`config.mk`:
```
export PLATFORM = sky130hd
export DESIGN_NAME = stimulus_sequencer_flat
export DESIGN_NICKNAME = d
export VERILOG_FILES = /design/src/rtl/stimulus_sequencer_pkg.sv /design/src/rtl/stimulus_sequencer_if.sv /design/src/rtl/stimulus_sequencer_sensor_debounce.sv /design/src/rtl/stimulus_sequencer.sv /design/src/flat_wrapper.sv
export SDC_FILE = /design/constraint.sdc
export NUM_CORES = 1
export LEC_CHECK = 0
export ABC_CLOCK_PERIOD_IN_PS = 6150
export CAP_MARGIN = 15
export CORE_UTILIZATION = 30
export DETAILED_ROUTE_END_ITERATION = 10
export HOLD_SLACK_MARGIN = 0.08
export PLACE_DENSITY_LB_ADDON = 0.2
export SYNTH_ARGS = -nofsm -noshare
export SYNTH_HDL_FRONTEND = slang
export SYNTH_SLANG_ARGS = --single-unit
```
`constraint.sdc`:
```
create_clock -name clock -period 6.15 [get_ports clock]
set_input_delay 1.23 -clock clock [delete_from_list [all_inputs] [get_ports clock]]
set_output_delay 1.23 -clock clock [all_outputs]
set_load 0.01 [all_outputs]
```
`src/rtl/stimulus_sequencer_pkg.sv`:
```
// Shared constants and state encoding for the latency tester stimulus sequencer.
// Defaults are derived from the 27 MHz board clock and its divider ratios.
package stimulus_sequencer_pkg;

  localparam int CLOCK_HZ              = 27000000;
  localparam int CLOCK_DIVIDER_PERIOD  = 4;
  localparam int CLOCK_DIVIDER_TIMEOUT = 5;

  localparam int DEFAULT_PERIOD_CYCLES   = CLOCK_HZ / CLOCK_DIVIDER_PERIOD;
  localparam int DEFAULT_TIMEOUT_CYCLES  = CLOCK_HZ / CLOCK_DIVIDER_TIMEOUT;
  localparam int DEFAULT_DEBOUNCE_CYCLES = 270;
  localparam int DEFAULT_SYNC_STAGES     = 2;
  localparam int DEFAULT_CFG_WIDTH       = 8;

  localparam logic [1:0] ST_IDLE_ENC  = 2'd0;
  localparam logic [1:0] ST_FLASH_ENC = 2'd1;
  localparam logic [1:0] ST_DARK_ENC  = 2'd2;

  typedef enum logic [1:0] {
    ST_IDLE  = ST_IDLE_ENC,
    ST_FLASH = ST_FLASH_ENC,
    ST_DARK  = ST_DARK_ENC
  } seq_state_t;

endpackage

```
`src/rtl/stimulus_sequencer_if.sv`:
```
// Pin-side bundle of the stimulus sequencer: operator/sensor inputs and control strobes.
interface stimulus_sequencer_if #(
  parameter int CFG_WIDTH = 8
);
  // Levels: enable, config_data, sensor_input, flash_on, busy. Every other output
  // is a single-cycle strobe with no handshake; consumers must sample every cycle.
  logic                 enable;
  logic [CFG_WIDTH-1:0] config_data;
  logic                 sensor_input;
  logic                 flash_on;
  logic                 reset_counter;
  logic                 sensor_trigger;
  logic                 reset_bcdoutput;
  logic                 timeout;
  logic                 busy;

  modport master (
    output enable, config_data, sensor_input,
    input  flash_on, reset_counter, sensor_trigger, reset_bcdoutput, timeout, busy
  );

  modport slave (
    input  enable, config_data, sensor_input,
    output flash_on, reset_counter, sensor_trigger, reset_bcdoutput, timeout, busy
  );
endinterface

```
`src/rtl/stimulus_sequencer_sensor_debounce.sv`:
```
// Photo-sensor conditioning: flop synchronizer followed by a consecutive-sample
// debouncer. rise is a registered one-cycle pulse aligned with the level going high.
module sensor_debounce #(
  parameter int SYNC_STAGES     = 2,
  parameter int DEBOUNCE_CYCLES = 270
) (
  input  logic clock,
  input  logic reset_bcdcounter,
  input  logic sensor_input,
  output logic level,
  output logic rise
);
  localparam int            CW      = $clog2(DEBOUNCE_CYCLES + 1);
  localparam logic [CW-1:0] DB_LAST = CW'(DEBOUNCE_CYCLES - 1);

  logic [SYNC_STAGES-1:0] sync_q;
  logic [CW-1:0]          db_cnt;
  logic                   synced;

  assign synced = sync_q[SYNC_STAGES-1];

  always_ff @(posedge clock or posedge reset_bcdcounter) begin
    if (reset_bcdcounter) begin
      sync_q <= '0;
      db_cnt <= '0;
      level  <= 1'b0;
      rise   <= 1'b0;
    end else begin
      sync_q <= {sync_q[SYNC_STAGES-2:0], sensor_input};
      rise   <= 1'b0;
      // Any sample that agrees with the current level restarts the stability run.
      if (synced == level) begin
        db_cnt <= '0;
      end else if (db_cnt == DB_LAST) begin
        level  <= synced;
        rise   <= synced;
        db_cnt <= '0;
      end else begin
        db_cnt <= db_cnt + CW'(1);
      end
    end
  end

endmodule

```
`src/rtl/stimulus_sequencer.sv`:
```
// Periodic flash stimulus and measurement strobes for the latency tester.
// A config change forces a full dark guard period before the next flash.
module stimulus_sequencer
  import stimulus_sequencer_pkg::*;
#(
  parameter int PERIOD_CYCLES   = DEFAULT_PERIOD_CYCLES,
  parameter int TIMEOUT_CYCLES  = DEFAULT_TIMEOUT_CYCLES,
  parameter int DEBOUNCE_CYCLES = DEFAULT_DEBOUNCE_CYCLES,
  parameter int SYNC_STAGES     = DEFAULT_SYNC_STAGES,
  parameter int CFG_WIDTH       = DEFAULT_CFG_WIDTH
) (
  input  logic                 clock,
  input  logic                 reset_bcdcounter,
  stimulus_sequencer_if.slave  bus,
  output seq_state_t           state_dbg
);
  localparam int            PW     = $clog2(PERIOD_CYCLES);
  localparam logic [PW-1:0] P_LAST = PW'(PERIOD_CYCLES - 1);
  localparam logic [PW-1:0] T_LAST = PW'(TIMEOUT_CYCLES - 1);

  seq_state_t           state_q, state_d;
  logic [PW-1:0]        pcnt_q, pcnt_d;
  logic [CFG_WIDTH-1:0] cfg_q;
  logic                 level, rise, cfg_chg;
  logic                 flash_d, rc_d, trig_d, bcd_d, to_d;

  sensor_debounce #(
    .SYNC_STAGES     (SYNC_STAGES),
    .DEBOUNCE_CYCLES (DEBOUNCE_CYCLES)
  ) u_sensor_debounce (
    .clock            (clock),
    .reset_bcdcounter (reset_bcdcounter),
    .sensor_input     (bus.sensor_input),
    .level            (level),
    .rise             (rise)
  );

  assign cfg_chg   = (bus.config_data != cfg_q);
  assign state_dbg = state_q;

  always_comb begin
    state_d = state_q;
    pcnt_d  = pcnt_q;
    flash_d = 1'b0;
    rc_d    = 1'b0;
    trig_d  = 1'b0;
    bcd_d   = 1'b0;
    to_d    = 1'b0;
    // Config change outranks every other event, including a same-cycle rise or timeout.
    if (cfg_chg) begin
      state_d = ST_DARK;
      pcnt_d  = '0;
      bcd_d   = 1'b1;
    end else begin
      case (state_q)
        ST_IDLE: begin
          if (bus.enable) begin
            state_d = ST_FLASH;
            pcnt_d  = '0;
            rc_d    = 1'b1;
            flash_d = 1'b1;
          end
        end
        ST_FLASH: begin
          pcnt_d = pcnt_q + PW'(1);
          if (rise) begin
            trig_d  = 1'b1;
            state_d = ST_DARK;
          end else if (pcnt_q == T_LAST) begin
            to_d    = 1'b1;
            state_d = ST_DARK;
          end else begin
            flash_d = 1'b1;
          end
        end
        ST_DARK: begin
          // The counter parks at P_LAST while a still-lit sensor stretches the period.
          if (pcnt_q < P_LAST) begin
            pcnt_d = pcnt_q + PW'(1);
          end else if (!level) begin
            pcnt_d = '0;
            if (bus.enable) begin
              state_d = ST_FLASH;
              rc_d    = 1'b1;
              flash_d = 1'b1;
            end else begin
              state_d = ST_IDLE;
            end
          end
        end
        default: state_d = ST_IDLE;
      endcase
    end
  end

  always_ff @(posedge clock or posedge reset_bcdcounter) begin
    if (reset_bcdcounter) begin
      state_q             <= ST_IDLE;
      pcnt_q              <= '0;
      cfg_q               <= '0;
      bus.flash_on        <= 1'b0;
      bus.reset_counter   <= 1'b0;
      bus.sensor_trigger  <= 1'b0;
      bus.reset_bcdoutput <= 1'b0;
      bus.timeout         <= 1'b0;
      bus.busy            <= 1'b0;
    end else begin
      state_q             <= state_d;
      pcnt_q              <= pcnt_d;
      cfg_q               <= bus.config_data;
      bus.flash_on        <= flash_d;
      bus.reset_counter   <= rc_d;
      bus.sensor_trigger  <= trig_d;
      bus.reset_bcdoutput <= bcd_d;
      bus.timeout         <= to_d;
      bus.busy            <= (state_d != ST_IDLE);
    end
  end

endmodule

```
`src/flat_wrapper.sv`:
```
// flat-port wrapper written by rule: the top's interface ports become plain ports
module stimulus_sequencer_flat import stimulus_sequencer_pkg::*;
#(
  parameter int PERIOD_CYCLES   = DEFAULT_PERIOD_CYCLES,
  parameter int TIMEOUT_CYCLES  = DEFAULT_TIMEOUT_CYCLES,
  parameter int DEBOUNCE_CYCLES = DEFAULT_DEBOUNCE_CYCLES,
  parameter int SYNC_STAGES     = DEFAULT_SYNC_STAGES,
  parameter int CFG_WIDTH       = DEFAULT_CFG_WIDTH
)
  (clock, reset_bcdcounter, state_dbg, bus_enable, bus_config_data, bus_sensor_input, bus_flash_on, bus_reset_counter, bus_sensor_trigger, bus_reset_bcdoutput, bus_timeout, bus_busy);
  stimulus_sequencer_if #(.CFG_WIDTH(CFG_WIDTH)) bus_i ();
  input  logic clock;
  input  logic reset_bcdcounter;
  output seq_state_t state_dbg;
  input wire logic [$bits(bus_i.enable)-1:0] bus_enable;
  input wire logic [$bits(bus_i.config_data)-1:0] bus_config_data;
  input wire logic [$bits(bus_i.sensor_input)-1:0] bus_sensor_input;
  output wire logic [$bits(bus_i.flash_on)-1:0] bus_flash_on;
  output wire logic [$bits(bus_i.reset_counter)-1:0] bus_reset_counter;
  output wire logic [$bits(bus_i.sensor_trigger)-1:0] bus_sensor_trigger;
  output wire logic [$bits(bus_i.reset_bcdoutput)-1:0] bus_reset_bcdoutput;
  output wire logic [$bits(bus_i.timeout)-1:0] bus_timeout;
  output wire logic [$bits(bus_i.busy)-1:0] bus_busy;
  assign bus_i.enable = bus_enable;
  assign bus_i.config_data = bus_config_data;
  assign bus_i.sensor_input = bus_sensor_input;
  assign bus_flash_on = bus_i.flash_on;
  assign bus_reset_counter = bus_i.reset_counter;
  assign bus_sensor_trigger = bus_i.sensor_trigger;
  assign bus_reset_bcdoutput = bus_i.reset_bcdoutput;
  assign bus_timeout = bus_i.timeout;
  assign bus_busy = bus_i.busy;
  stimulus_sequencer #(.PERIOD_CYCLES(PERIOD_CYCLES), .TIMEOUT_CYCLES(TIMEOUT_CYCLES), .DEBOUNCE_CYCLES(DEBOUNCE_CYCLES), .SYNC_STAGES(SYNC_STAGES), .CFG_WIDTH(CFG_WIDTH)) u_core (.clock(clock), .reset_bcdcounter(reset_bcdcounter), .bus(bus_i), .state_dbg(state_dbg));
endmodule
```
## After elaboration in Yosys (flattened, before gate mapping)

Cells that the tools add are included.

| word-level totals | value |
|---|---|
| bits in registers | 52 |
| output and inout bits | 8 |
| logic and storage cells | 64 |

| cells by class | value |
|---|---|
| reduce and logical (&&, ||, !) cells | 5 |
| magnitude comparators | 1 |
| bitwise gates (word level) | 1 |
| add/sub/neg operators | 2 |
| mux-type cells | 34 |
| eq/ne operators | 8 |

Operators by type and width:

| operator | number |
|---|---|
| 2-to-1 mux 23 bit | 4 |
| one-hot mux 23 bit (3 select lines) | 1 |
| adder 23 x 1 -> 23 bit (second input constant) | 1 |
| equality test 23 bit (second input constant) | 1 |
| less-than comparator 23 bit (second input constant) | 1 |
| 2-to-1 mux 1 bit | 18 |
| 2-to-1 mux 9 bit | 2 |
| 2-to-1 mux 2 bit | 6 |
| adder 9 x 1 -> 9 bit (second input constant) | 1 |
| equality test 9 bit (second input constant) | 1 |
| inequality test 8 bit | 1 |
| one-hot mux 2 bit (3 select lines) | 1 |
| inequality test 4 x 2 -> 1 bit (second input constant) | 1 |
| nonzero test 4 bit | 1 |
| inequality test 3 x 2 -> 1 bit (second input constant) | 1 |
| one-hot mux 1 bit (3 select lines) | 1 |
| AND reduction 3 bit | 1 |
| equality test 2 x 1 -> 1 bit (second input constant) | 1 |
| equality test 2 bit (second input constant) | 1 |
| zero test 2 bit | 1 |
| one-hot mux 1 bit (2 select lines) | 1 |
| AND reduction 2 bit | 1 |
| nonzero test 2 bit | 1 |
| equality test 1 bit | 1 |
| inverter 1 bit | 1 |

## Depth between registers and ports, before layout

| depth | value |
|---|---|
| depth after elaboration | 6 |
| gate-level depth with buffers | 9 |

## Modules after synthesis

From an unflattened synthesis, not the netlist that was laid out.

| unflattened totals | value |
|---|---|
| cell total of the unflattened synthesis | 287 |
| area total of the unflattened synthesis | 2756.4 um2 |

Modules (own cells, without submodules):

| module | times used | area each (um2) | cells an instance |
|---|---|---|---|
| stimulus_sequencer | 1 | 2182.1 | 235 |
| sensor_debounce | 1 | 574.3 | 52 |

## Least setup slack after synthesis

No wires, ideal clock.

| timing | value |
|---|---|
| path type | input to register |
| start | in bus_config_data[7] |
| end | reg u_core.pcnt_q[6] |
| setup slack | 3391 ps |
| stages on the path | 7 |
| arrival | 2658 ps |
| required time | 6049 ps |
| cell sequence | xnor2_1 > nand4_1 > nor2_1 > o211a_1 > nand2b_1 > buf_2 > o32ai_1 |

| between the ends | value |
|---|---|
| cells in the longest elaborated chain, start to end | 3 |

Ends and longest elaborated chain:

| element | RTL line | text |
|---|---|---|
| start: declaration | flat_wrapper.sv:16 | `input wire logic [$bits(bus_i.config_data)-1:0] bus_config_data;` |
| inequality test 8 bit * | stimulus_sequencer.sv:38 | `assign cfg_chg = (bus.config_data != cfg_q);` |
| inequality test 4 x 2 -> 1 bit (no source line), or another cell as far along | -- |  |
| AND reduction 3 bit (no source line) | -- |  |
| end signal: assignment | stimulus_sequencer.sv:109 | `pcnt_q <= pcnt_d;` |
| end: declaration | stimulus_sequencer.sv:22 | `logic [PW-1:0] pcnt_q, pcnt_d;` |

Every way passes the cells marked *; elsewhere a longest branch is shown, timed or not.
A chain may end at the register's enable or synchronous reset.

## Final worst setup path

| timing | value |
|---|---|
| start | in bus_config_data[5] |
| end | reg u_core.pcnt_q[18] |

Same word-level chain as after synthesis.

==> metrics.csv <==
metric;value;unit
Distinct cells, synth;52;
grt ovf;0;
top post-synthesis cells by area;dfrtp_1 (47%), nand2_1 (4.0%), nor2_1 (3.4%);
Mapped Area;2790;um2
Initial DRC Count;154;
Crit path largest cell delay;620;ps
Fin Setup TNS;0;ps
wire length per cell;15.2;um
total power;576;uW
gr usage total;14.1;%
Worst Path Max Fanout;19;
Reg2Reg Depth;6;
filler cell count;912;
PD cells;184;nW/um2
crit path kind;in2reg;
I/O Buffers;19;
Hold/Removal Path Class;reg2reg;
setup bufs post-CTS;0;
largest net degree at the start of global routing;53;
vias in the first global route;2180;
antenna cells;0;
CTS sink count;52;
die extent in x;98.4;um
Peak VDD IR;0.0000993;V
Residual DRC;0;
Starting Density;31.5;%
CP Launch Type;input port;
syn_area_per_cell;9.88;um2
antenna violations before repair;0;
Layout Nets;317;
dpl hpwl;4360;um
clock skew after layout;8.05;ps
Leak Pwr;1.25;nW
final wirelength;6180;um
most common cell in the netlist;dfrtp_1;
share of Yosys cell area claimed by the top area cell type;46.7;%
Vias;2175;
DRT antenna net count;0;
Seq/Total Area, Yosys;46.7;%
ys flop type;dfrtp_1;
syn nets;301;
CP Data Required Time;6400;ps
FF-to-FF setup slack;3030;ps
CP cell instances;clkdlybuf4s50_1 > xnor2_1 > nand4_1 > nor2_1 > buf_4 > o211ai_2 > nor2_1 > a221o_2;
Placed Cells;399;
period utilization;52.3;%
status;finished clean;
Post-synth top cells;dfrtp_1 (52), nand2_1 (30), nor2_1 (25);
fraction of registers with async set/reset;100;%
Reg clk slew, reported paths;100;ps
# setup viols final;0;
clock latency at the later pin of the worst-skew pair;310;ps
core area;8850;um2
Fin. Hold Viols;0;
CTS tree;done;
RSZ-0062 raised after global routing;false;
Yosys reg bits;52;
first drt pass iteration count;4;
worst r2r dst;u_core.pcnt_q[18];
Max Clk Rate;311;MHz
Die Span Y;98.4;um
worst r2r src;u_core.pcnt_q[7];
hold buffer count at CTS;0;
fin cells;407;
yosys warns;0;
Slew @ Worst Pin;1100;ps
Final min period;3220;ps
beginning of the critical path;bus_config_data[5];
Worst Setup End Kind;flip-flop;
CTS buffer count;5;
Max Buffers Root-to-Sink;2;
Post-Syn Instances;282;
slowest cell on the critical path;nor2_1;
boundary pin count;20;
post-cts resize count;0;
Worst EP arrival;3470;ps
number of synthesized flops with an enable pin;0;
H-tree depth;2;
FP Rows;34;
Max-slew headroom;26.5;%
first-pass GRT wire length;10800;um
Via density;5.34;
top cell type by total area after synthesis;dfrtp_1;
final RePlAce weighted congestion;0.838;
layout cell share with drive strength beyond 1;6.69;%
max capacitance violation total;0;
Area Growth Syn to Fin;12.5;%
Hold Startpoint;u_core.u_sensor_debounce.sync_q[0];
critical path endpoint;u_core.pcnt_q[18];
Final Slew Violations;0;
clk root buf;clkbuf_8;
Crit path top cell by count;nor2_1;
die area;9670;um2
[cell type report]
| class | instances | area, um2 | share of cell area (%) |
|---|---|---|---|
| clock buffers | 6 | 72.6 | 2.32 |
| repair buffers | 21 | 205 | 6.55 |
| flip-flops and latches | 52 | 1300 | 41.5 |
| multi-input cells | 208 | 1370 | 43.6 |
| clock inverters | 2 | 16.3 | 0.519 |
| well taps | 108 | 135 | 4.31 |
| inverters | 10 | 37.5 | 1.20 |
[metrics by stage]
| step | hold slack, ps | setup slack, ps | cell area (um2) | util [%] |
|---|---|---|---|---|
| global route | 391 | 2700 | 3130 | 35.4 |
| floorplan | 331 | 3390 | 2790 | - |
| finish | 376 | 2930 | 3130 | 35.4 |
| CTS | 376 | 2920 | 3130 | 35.4 |
| global placement | 346 | 2630 | 3050 | 34.4 |
| detailed placement | 352 | 2590 | 3050 | 34.4 |
[cell families (layout without fill, tap and decap cells)]
logic type / Yosys count / in the layout / share of synthesized area, %
AO/OA/AOI/OAI: 56 / 56 / 16.3
adder cells (fa/ha/maj): 7 / 7 / 3.14
XOR/XNOR: 16 / 16 / 5.03
flip-flops: 52 / 52 / 46.7
multiplexers: 3 / 3 / 1.17
buffers and inverters: 22 / 39 / 4.22
AND/OR/NAND/NOR: 126 / 126 / 23.5
[cell usage in the layout, fill, tap and decap left out, types with 2 or more instances in the layout]
| master | instances |
|---|---|
| clkdlybuf4s50_1 | 19 |
| nor2_1 | 25 |
| nand3b_1 | 2 |
| nand3_1 | 12 |
| nor3b_1 | 2 |
| and2_1 | 2 |
| inv_1 | 9 |
| nor2b_1 | 3 |
| buf_4 | 2 |
| and3_1 | 11 |
| ha_1 | 7 |
| dfrtp_1 | 52 |
| a21oi_1 | 4 |
| o21ai_1 | 2 |
| mux2_2 | 2 |
| xor2_1 | 7 |
| or3_1 | 4 |
| clkbuf_8 | 5 |
| o32ai_1 | 10 |
| nor3_1 | 13 |
| xnor2_1 | 9 |
| a31oi_1 | 12 |
| nand2_1 | 30 |
| nor4_1 | 2 |
| a221o_1 | 9 |
| o21ai_0 | 6 |
| nand4_1 | 10 |
[critical path, delay by kind of cell]
family          cells  cell delay (ps)
simple gates        3              860
buf+inv             2              740
compound gates      2              490
xor+xnor            1              130
[where the power goes]
part           switching (mW)  total [mW]  internal (mW)
clock network           0.118       0.199         0.0812
registers             0.00385       0.350          0.347
logic                  0.0140      0.0267         0.0128
[worst min-delay path by stage]
stage,end,slack [ps],cells past startpoint
3_3_place_gp,u_core.u_sensor_debounce.sync_q[1],350,0
5_1_grt,u_core.u_sensor_debounce.sync_q[1],390,0
6_report,u_core.u_sensor_debounce.sync_q[1],380,0
4_1_cts,u_core.u_sensor_debounce.sync_q[1],380,0
3_5_place_dp,u_core.u_sensor_debounce.sync_q[1],350,0
2_1_floorplan,u_core.u_sensor_debounce.sync_q[1],330,0
[registers in the layout (all words and copies together) (netlist names)]
name and flops:
u_core.bus.timeout 1, u_core.u_sensor_debounce.db_cnt 9, u_core.u_sensor_debounce.level 1, u_core.bus.flash_on 1
u_core.bus.busy 1, u_core.pcnt_q 23, u_core.bus.reset_bcdoutput 1, u_core.state_dbg 2
u_core.u_sensor_debounce.rise 1, u_core.u_sensor_debounce.sync_q 2, u_core.cfg_q 8, u_core.bus.reset_counter 1
u_core.bus.sensor_trigger 1
[metal layers]
metal / part of all wire, % / vias to the layer above / GRT usage, %
met4: 1.5 / 0 / 5.51
met2: 46 / 50 / 22.4
met3: 4.1 / 6 / 2.08
met1: 48 / 1039 / 19.3
li1: - / 1080 / -
met5: 0 / - / 0
Note: power is estimated with default switching activity, not from simulation.
==> RTL edit (same flow settings) <==
Change the package constant `CLOCK_DIVIDER_PERIOD` from 4 to 8.
--- a/src/rtl/stimulus_sequencer_pkg.sv
+++ b/src/rtl/stimulus_sequencer_pkg.sv
@@ -4,5 +4,5 @@
 
   localparam int CLOCK_HZ              = 27000000;
-  localparam int CLOCK_DIVIDER_PERIOD  = 4;
+  localparam int CLOCK_DIVIDER_PERIOD  = 8;
   localparam int CLOCK_DIVIDER_TIMEOUT = 5;
 
Behaviour: same outputs for any inputs over 10 cycles, from zero or initial values and one cycle with reset_bcdcounter high; that may be too few to reach the edited logic, so the function may still have changed.
==> RTL edit against the unedited design <==
Final area shrank 0.80%; synthesized cell count shrank 4.3%; wire length fell by 6.9%; non-clock buffer count fell by 1; sequential cell count down 1; worst setup slack worse by 610 ps; power fell by 0.77%; synthesized area decreased by 1.8%; largest cell class unchanged.
==> RTL edit: results (changes against the unedited design) <==
Outcome
  • Status: complete, no violations

Worst setup path
  • Top delay family on crit path: compound AO/OA/AOI/OAI gates
  • CP max stage delay: 850 ps (+230 ps)
  • Worst path slowest cell: a21oi_1
  • Maximum fanout along the worst path: 15 (-4)

CTS
  • Total CTS buffers: 5 (unchanged)

GRT
  • Global routing usage on met1: 0.174 (-0.0192)
  • Largest net degree at the start of global routing: 52 (-1.9%)
  • Met3 Resource Use GR: 0.0259 (+0.00514)
  • Routing usage on met2: 0.205 (-0.0182)
  • Antenna violations before repair: 0 (unchanged)
  • Total global-route track usage: 0.129 (-0.0120)
  • First-pass GRT wire length: 9950 um (-8.3%)

Final layout
  • Share of cells above drive strength 1: 0.0796 (+0.0127)
  • Fin nets: 308 (-2.8%)
  • FILL cells: 899 (-1.4%)
  • Top Registers: u_core.pcnt_q (22), u_core.u_sensor_debounce.db_cnt (9), u_core.cfg_q (8)

Power
  • Maximum VDD drop: 75.7 uV (-24%)
  • Lkg Pwr: 1.27 nW (+1.8%)
  • Switching part of the total: 0.240 (+0.00436)

Place
  • GPL Wtd Cong: 0.785 (-6.4%)
  • Placed Cells: 388 (-2.8%)
  • PortBufs: 19 (unchanged)
  • DP Wirelength: 4100 um (-6.0%)

Drt
  • Met2 WL: 2700 um (-5.1%)
  • WL/cell: 14.5 um (-4.5%)
  • Drt pass-1 iters: 5 (+1)
  • Initial drt markers: 124 (-19%)
  • Total vias in the final route: 2071 (-4.8%)
  • Met3 routed WL: 151 um (-41%)
  • DRT met1 WL: 2860 um (-4.4%)
  • DRT Wirelength: 5760 um (-6.9%)

Timing
  • Slew @ Worst Pin: 1050 ps (-44.0 ps)
  • Skew final: 7.33 ps (-0.725 ps)

Synth
  • Synthesized Nets: 290 (-3.7%)
  • Sequential fraction of the synthesis area: 0.467 (-0.000600)
  • Average footprint of a synthesized cell: 10.1 um^2 (+2.6%)
  • Post-synth top cells: dfrtp_1, nand2_1, nor2_1
  • Netlist cell types: 53 (+1.9%)
  • Synth area leaders: dfrtp_1, xor2_1, nand2_1
[RTL edit: cell types whose count changed after synthesis, sizes merged, moves of 5 or more]
cell,delta
a221o,-7
a31oi,-10
a32o,+9
nand3,+9
nand4,-5
nor2b,+5
nor3,-10
o311ai,+8
o31ai,+8
o32ai,-9
xnor2,-6
xor2,+6
[RTL edit: logic make-up (layout without fill, tap and decap cells)]
group	Yosys count	in the layout	synth area share
flip-flops	51	51	0.467
AND/OR/NAND/NOR	125	125	0.242
AO/OA/AOI/OAI	54	54	0.169
XOR/XNOR	16	16	0.0512
adder cells (fa/ha/maj)	8	8	0.0366
multiplexers	1	1	0.00412
buffers and inverters	15	34	0.0302
[RTL edit: power groups by stage]
stage	clock network [W]	registers [W]	logic [W]
5_1_grt	0.000226	0.000344	0.0000302
2_1_floorplan	0	0.000350	0.0000138
3_5_place_dp	0	0.000350	0.0000262
3_3_place_gp	0	0.000350	0.0000260
6_report	0.000202	0.000344	0.0000265
4_1_cts	0.000212	0.000344	0.0000262
[RTL edit: final cells by class]
| cell class | instances | share of cell area |
|---|---|---|
| Clock inverter | 2 | 0.00523 |
| Timing Repair Buffer | 20 | 0.0676 |
| Inverter | 6 | 0.00724 |
| Clock buffer | 6 | 0.0233 |
| Multi-Input combinational cell | 204 | 0.443 |
| Sequential cell | 51 | 0.410 |
| Tap cell | 108 | 0.0435 |
[RTL edit: worst register-to-register path, delay by kind of cell, from the launching register on]
family                 cells  cell delay, ps
XOR/XNOR                   1             160
AND/OR/NAND/NOR            2             880
buffers and inverters      1             220
flip-flops                 1             380
AO/OA/AOI/OAI              2            1060
[RTL edit: final timing paths]
kind                            cells after the start                                            to                                    startpoint  slack [ps]
max in group asynchronous                           3                 u_core.pcnt_q[14]$_DFFE_PP0P_                              reset_bcdcounter        4420
worst min register to register                      0  u_core.u_sensor_debounce.sync_q[1]$_DFF_PP0_  u_core.u_sensor_debounce.sync_q[0]$_DFF_PP0_         360
worst max register to register                      6                  u_core.pcnt_q[1]$_DFFE_PP0P_                     u_core.cfg_q[5]$_DFF_PP0_        3300
worst min-delay path                                0  u_core.u_sensor_debounce.sync_q[1]$_DFF_PP0_  u_core.u_sensor_debounce.sync_q[0]$_DFF_PP0_         360
min in group asynchronous                           2                  u_core.pcnt_q[3]$_DFFE_PP0P_                              reset_bcdcounter        1220
worst max-delay path                                7                  u_core.pcnt_q[1]$_DFFE_PP0P_                            bus_config_data[5]        2320
[RTL edit: metrics by stage]
stage	instance area, um^2	setup slack, ps
6_report	3110	2320
5_1_grt	3110	2010
4_1_cts	3090	2290
3_5_place_dp	3000	1930
3_3_place_gp	3000	2020
2_1_floorplan	2740	3410
